<file path="config.mk">
export PLATFORM = sky130hd
export DESIGN_NAME = output_collector
export DESIGN_NICKNAME = d
export VERILOG_FILES = /design/src/rtl/output_collector_pkg.sv /design/src/rtl/output_collector_sync_fifo.sv /design/src/rtl/output_collector.sv
export SDC_FILE = /design/constraint.sdc
export NUM_CORES = 2
export LEC_CHECK = 0
export BUFFER_PORTS_ARGS = -buffer_cell sky130_fd_sc_hd__buf_2
export CORE_UTILIZATION = 39
export CTS_CLUSTER_SIZE = 28
export DETAILED_ROUTE_END_ITERATION = 12
export GPL_TIMING_DRIVEN = 0
export PLACE_DENSITY_LB_ADDON = 0.05
export SETUP_SLACK_MARGIN = 0.05
export SYNTH_ARGS = -nofsm -noshare
export SYNTH_HDL_FRONTEND = slang
export SYNTH_SLANG_ARGS = --single-unit
</file>
<file path="constraint.sdc">
create_clock -name clk -period 15.5 [get_ports clk]
set_input_delay 1.55 -clock clk [delete_from_list [all_inputs] [get_ports clk]]
set_output_delay 1.55 -clock clk [all_outputs]
set_load 0.005 [all_outputs]
</file>
<file path="src/rtl/output_collector_pkg.sv">
// Shared constants and elaboration helpers for the output collector and its FIFO.
package output_collector_pkg;

  localparam int unsigned FIFO_MIN_DEPTH = 8;
  localparam int unsigned HI_WM_MARGIN   = 4;

  function automatic int unsigned calc_hi_wm(input int unsigned depth);
    return depth - HI_WM_MARGIN;
  endfunction

  // Index width that never collapses to zero bits for a single-entry range.
  function automatic int unsigned safe_clog2(input int unsigned n);
    return (n > 1) ? $clog2(n) : 1;
  endfunction

endpackage

</file>
<file path="src/rtl/output_collector_sync_fifo.sv">
// Show-ahead synchronous FIFO: data_o always presents the head entry.
module sync_fifo
  import output_collector_pkg::*;
#(
  parameter int WIDTH = 8,
  parameter int DEPTH = 16,
  localparam int CNT_W = $clog2(DEPTH + 1)
) (
  input  logic             clk,
  input  logic             reset,
  input  logic             push_i,
  input  logic [WIDTH-1:0] data_i,
  input  logic             pop_i,
  output logic [WIDTH-1:0] data_o,
  output logic [CNT_W-1:0] count_o,
  output logic             full_o
);

  localparam int AW = safe_clog2(DEPTH);

  logic [WIDTH-1:0] mem_q [DEPTH];
  logic [AW-1:0]    wr_ptr_q, wr_ptr_d;
  logic [AW-1:0]    rd_ptr_q, rd_ptr_d;
  logic [CNT_W-1:0] count_q, count_d;

  // DEPTH is a power of two, so pointers wrap by natural overflow.
  always_comb begin
    wr_ptr_d = push_i ? wr_ptr_q + AW'(1) : wr_ptr_q;
    rd_ptr_d = pop_i  ? rd_ptr_q + AW'(1) : rd_ptr_q;
    count_d  = count_q + CNT_W'(push_i) - CNT_W'(pop_i);
  end

  always_ff @(posedge clk) begin
    if (push_i) begin
      mem_q[wr_ptr_q] <= data_i;
    end
  end

  always_ff @(posedge clk) begin
    if (reset) begin
      wr_ptr_q <= '0;
      rd_ptr_q <= '0;
      count_q  <= '0;
    end else begin
      wr_ptr_q <= wr_ptr_d;
      rd_ptr_q <= rd_ptr_d;
      count_q  <= count_d;
    end
  end

  assign data_o  = mem_q[rd_ptr_q];
  assign count_o = count_q;
  assign full_o  = (count_q == CNT_W'(DEPTH));

endmodule

</file>
<file path="src/rtl/output_collector.sv">
// Collects per-PE results into capture slots and serialises them round-robin into a show-ahead FIFO.
module output_collector
  import output_collector_pkg::*;
#(
  parameter int ROWS       = 4,
  parameter int COLS       = 4,
  parameter int NUM_CH     = 64,
  parameter int MAX_N      = 512,
  parameter int ACC_W      = 32,
  parameter int FIFO_DEPTH = 16,
  localparam int CH_BITS   = $clog2(NUM_CH + 1),
  localparam int N_BITS    = $clog2(MAX_N + 1),
  localparam int CNT_W     = $clog2(FIFO_DEPTH + 1)
) (
  input  logic                                 clk,
  input  logic                                 reset,
  input  logic [ROWS*COLS-1:0]                 in_valid,
  input  logic [ROWS*COLS-1:0][N_BITS-1:0]     in_row,
  input  logic [ROWS*COLS-1:0][N_BITS-1:0]     in_col,
  input  logic [ROWS*COLS-1:0][ACC_W-1:0]      in_sum,
  input  logic [CH_BITS-1:0]                   in_channel,
  input  logic                                 wr_ready,
  output logic                                 wr_valid,
  output logic [N_BITS-1:0]                    wr_row,
  output logic [N_BITS-1:0]                    wr_col,
  output logic [CH_BITS-1:0]                   wr_ch,
  output logic [ACC_W-1:0]                     wr_data,
  output logic                                 stall_req,
  output logic                                 overflow,
  output logic [CNT_W-1:0]                     fifo_count
);

  localparam int NPE   = ROWS * COLS;
  localparam int IDX_W = safe_clog2(NPE);
  localparam int HI_WM = calc_hi_wm(FIFO_DEPTH);

  typedef struct packed {
    logic [N_BITS-1:0]  row;
    logic [N_BITS-1:0]  col;
    logic [CH_BITS-1:0] ch;
    logic [ACC_W-1:0]   data;
  } entry_t;

  localparam int ENTRY_W = $bits(entry_t);

  logic [NPE-1:0]              pend_q, pend_d;
  logic [NPE-1:0]              load, drop, granted;
  logic [NPE-1:0][ENTRY_W-1:0] slot_bus;
  logic [IDX_W-1:0]            last_grant_q, grant_idx;
  logic                        grant_vld, can_grant, fifo_full, pop;
  logic                        overflow_q, overflow_d;
  logic                        stall_q, stall_d;
  logic [CNT_W-1:0]            count_nxt;
  logic [ENTRY_W-1:0]          head;
  entry_t                      head_e;

  assign pop       = wr_valid && wr_ready;
  assign can_grant = !fifo_full || pop;

  // Round-robin search beginning one past the most recent grant.
  always_comb begin
    logic [IDX_W-1:0] cand;
    grant_vld = 1'b0;
    grant_idx = last_grant_q;
    cand      = last_grant_q;
    if (can_grant) begin
      for (int i = 1; i <= NPE; i++) begin
        cand = IDX_W'((int'(last_grant_q) + i) % NPE);
        if (!grant_vld && pend_q[cand]) begin
          grant_vld = 1'b1;
          grant_idx = cand;
        end
      end
    end
  end

  // A slot may reload in the cycle it is granted; otherwise a busy slot drops new data.
  for (genvar k = 0; k < NPE; k++) begin : g_slot
    entry_t slot_q;

    assign granted[k]  = grant_vld && (grant_idx == IDX_W'(k));
    assign load[k]     = in_valid[k] && (!pend_q[k] || granted[k]);
    assign drop[k]     = in_valid[k] && pend_q[k] && !granted[k];
    assign pend_d[k]   = load[k] || (pend_q[k] && !granted[k]);
    assign slot_bus[k] = slot_q;

    always_ff @(posedge clk) begin
      if (load[k]) begin
        slot_q <= '{row: in_row[k], col: in_col[k], ch: in_channel, data: in_sum[k]};
      end
    end
  end

  assign overflow_d = overflow_q || (|drop);
  assign count_nxt  = fifo_count + CNT_W'(grant_vld) - CNT_W'(pop);
  assign stall_d    = (count_nxt >= CNT_W'(HI_WM)) || ($countones(pend_d) > COLS);

  always_ff @(posedge clk) begin
    if (reset) begin
      pend_q       <= '0;
      last_grant_q <= IDX_W'(NPE - 1);
      overflow_q   <= 1'b0;
      stall_q      <= 1'b0;
    end else begin
      pend_q     <= pend_d;
      overflow_q <= overflow_d;
      stall_q    <= stall_d;
      if (grant_vld) begin
        last_grant_q <= grant_idx;
      end
    end
  end

  sync_fifo #(
    .WIDTH (ENTRY_W),
    .DEPTH (FIFO_DEPTH)
  ) u_fifo (
    .clk     (clk),
    .reset   (reset),
    .push_i  (grant_vld),
    .data_i  (slot_bus[grant_idx]),
    .pop_i   (pop),
    .data_o  (head),
    .count_o (fifo_count),
    .full_o  (fifo_full)
  );

  assign head_e    = entry_t'(head);
  assign wr_valid  = (fifo_count != '0);
  assign wr_row    = head_e.row;
  assign wr_col    = head_e.col;
  assign wr_ch     = head_e.ch;
  assign wr_data   = head_e.data;
  assign stall_req = stall_q;
  assign overflow  = overflow_q;

endmodule

</file>
==> flow_summary_export.csv <==
group,metric,value,unit
clock_network,clk_pin_slew_worst_paths,0.06,ns
placed_design,dpl-instance-area,88900,um2
yosys,synth.distinct_cells,86,
timing,setup_violations,0,
global_route,grt_pass1_vias,42981,
timing,hold_violations,0,
timing,post-route-period-util,66.2,%
global_route,grt_pass1_wl,365000,um
setup_path,worstPathRequired,16.24,ns
run,cap_violations,0,
clock_network,post_cts_buffers,0,
layout,nNetsFinal,5988,
yosys,yosys_warnings,0,
setup_path,worstPathArrival,11.00,ns
hold_path,min_path_cells,2,
routing,drtAntennaViolNets,1,
layout,drive_above_1_share,35.9,%
setup_path,crit_path_end,"stall_req",
setup_path,rr_worst_depth,31,
outcome,violations,"antenna rules",
setup_path,cp-end-kind,"register",
setup_path,crit_path_start,"last_grant_q[1]",
placed_design,dp_hpwl,199000,um
die,die-area,203000,um2
routing,wire_per_inst,33.7,um
routing,drtIter0Drc,3741,
routing,dr.pass1.iters,5,
yosys,synth-seq-area-share,73.4,%
setup_path,crit_cells,31,
setup_path,cp_max_fo,10,
global_route,grt_util_all_layers,26.4,%
die,num_rows,164,
clock_network,cts_resized,0,
yosys,synthesis.area,78300,um2
timing,rsz0062_at_grt,"no",
setup_path,slowest_delay,0.86,ns
clock_network,clock_latency,0.87,ns
global_route,grt_overflow_total,0,
placed_design,port_buffers,923,
setup_path,r2r_setup_slack,5.24,ns
clock_network,h-tree-depth,4,
clock_network,numCtsBuffers,207,
timing,fmax,97.4,MHz
outcome,status,"finished with violations",
setup_path,path_buf_inv,9,
setup_path,cpLargestDelayFamily,"adder cells",
layout,final_util,48.0,%
timing,relSlewSlack,6.95,%
global_route,grt_max_degree,46,
placed_design,gp_congestion,0.917,
die,chipHeight,450,um
clock_network,tritoncts,"built",
hold_path,hold_path_class,"reg -> reg",
yosys,synth_nets,4719,
routing,routed_wl,271000,um
timing,fin_skew,0.0344,ns
die,die_width,450,um
routing,post_drt_via_cell_ratio,5.32,
setup_path,r2r-start,"last_grant_q[1]",
yosys,synth_edf_count,1888,
routing,post-route-drc-count,0,
timing,worst-slew-pin-transition,1.40,ns
yosys,ys_seq_elements,1927,
timing,report.final.slew_viol_count,0,
yosys,ys.flop_type,"edfxtp_1",
die,core_area,200000,um2
timing,fin_crit,10.26,ns
die,top_level_ports,925,
clock_network,root_buffer,"clkbuf_16",
clock_network,clockBufferDepth,3,
routing,vias,42691,
yosys,syn_avg_cell_area,20.5,um2
die,start_util,39.2,%
layout,area_delta_synth_final,22.5,%
yosys,synthCells,3826,
setup_path,criticalPathCategory,"reg -> reg",
setup_path,cp_slowest_cell,"a2111oi_1",
setup_path,rr_endpoint,"stall_req",
setup_path,cp-start-kind,"register",
global_route,antenna_found_initial,224,
setup_path,path_common_cell,"fa_1",
clock_network,cts_hold_buf,0,
layout,stdcell_area,95900,um2
clock_network,clock_sinks,1927,
yosys,synthArstFlopShare,0,%
metrics by stage:
stage	std cells	worst slack [ns]	hold WS [ns]	TNS, ns
floorplan	3826	6.05	0.485	0
global placement	7405	-2.13	0.521	-482.12
detailed placement	7539	5.33	0.542	0
CTS	7926	5.35	0.566	0
global route	7992	4.85	0.602	0
finish	8024	5.24	0.558	0
area by class of cell:
type | instances | area (um2)
sequential | 1927 | 57500
tap | 2656 | 3320
buffer | 190 | 1150
inverter | 42 | 158
timing repair buffer | 1060 | 6960
multi-input combinational | 1667 | 19900
clock inverter | 122 | 1130
fill | 16818 | 104000
clock buffer | 265 | 5590
antenna | 95 | 238
worst min-delay path by stage:
stage | from | end
3_3_place_gp | u_fifo.rd_ptr_q[3] | u_fifo.rd_ptr_q[3]
5_1_grt | u_fifo.rd_ptr_q[1] | register
6_report | u_fifo.rd_ptr_q[1] | register
2_1_floorplan | u_fifo.rd_ptr_q[3] | register
4_1_cts | u_fifo.rd_ptr_q[1] | u_fifo.rd_ptr_q[1]
3_5_place_dp | u_fifo.rd_ptr_q[3] | u_fifo.rd_ptr_q[3]
cell families (layout without fill, tap and decap cells):
group | count (synthesis) | count (layout) | share of synthesized area [%]
XOR/XNOR | 26 | 26 | 0.348
other | 0 | 95 | 0
multiplexers | 1260 | 1260 | 21.3
AND/OR/NAND/NOR | 208 | 208 | 1.39
flip-flops | 1927 | 1927 | 73.4
AO/OA/AOI/OAI | 138 | 138 | 1.26
adder cells (fa/ha/maj) | 35 | 35 | 0.665
buffers and inverters | 232 | 1679 | 1.67
metal layers:
metal,vias up,track usage (%),share of wire [%]
li1,18336,-,-
met3,570,5.32,5.7
met4,104,8.67,3.4
met1,22126,33.9,41
met5,-,0,0.24
met2,1555,44.7,50
synthesized netlist by cell type, types with 13 or more instances:
cell | number | area [um2]
clkbuf_1 | 64 | 240
mux4_2 | 319 | 7180
buf_1 | 23 | 86.3
inv_1 | 41 | 154
ha_1 | 24 | 300
buf_6 | 30 | 338
a21oi_1 | 22 | 110
o21ai_0 | 23 | 115
nor2_1 | 54 | 203
nand2b_1 | 20 | 125
and2_1 | 18 | 113
nand2_1 | 43 | 161
mux2i_1 | 923 | 9240
dfxtp_1 | 39 | 781
nor2b_1 | 18 | 113
edfxtp_1 | 1888 | 56700
buf_4 | 46 | 345
buf_2 | 26 | 130
mux2_2 | 13 | 146
worst reg2reg max path: cells and delay by family, from the launching register on:
kind,cells,cell delay [ns]
compound gates,7,2.10
xor+xnor,1,0.14
fa+ha+maj,7,3.00
buf+inv,9,2.23
flops,1,0.45
mux,3,0.98
simple gates,4,1.24
state kept, by name, indices dropped and copies added (netlist names), named ones only:
signal and cells:
stall_req 1, pend_q 16, g_slot.slot_q 944, last_grant_q 4, u_fifo.wr_ptr_q 4, overflow 1
u_fifo.count_o 5, u_fifo.mem_q 944, u_fifo.rd_ptr_q 4
cell usage in the layout (no fill, tap or decap), types with 17 or more instances in the layout:
| cell type | n |
|---|---|
| mux2i_2 | 58 |
| clkinv_2 | 30 |
| nor2b_1 | 17 |
| buf_16 | 27 |
| buf_2 | 949 |
| buf_8 | 25 |
| inv_1 | 41 |
| buf_1 | 23 |
| clkinv_1 | 56 |
| clkbuf_1 | 108 |
| nor2_1 | 42 |
| buf_4 | 49 |
| o21ai_0 | 23 |
| diode_2 | 95 |
| mux4_2 | 319 |
| clkbuf_16 | 212 |
| nand2_1 | 43 |
| nand2b_1 | 20 |
| edfxtp_1 | 1888 |
| ha_1 | 24 |
| buf_12 | 32 |
| bufinv_16 | 19 |
| a21oi_1 | 22 |
| dfxtp_1 | 39 |
| mux2i_1 | 870 |
| buf_6 | 80 |
Power is not shown: default switching activity piles up to over one toggle a cycle in this logic, so the estimate is an artifact.
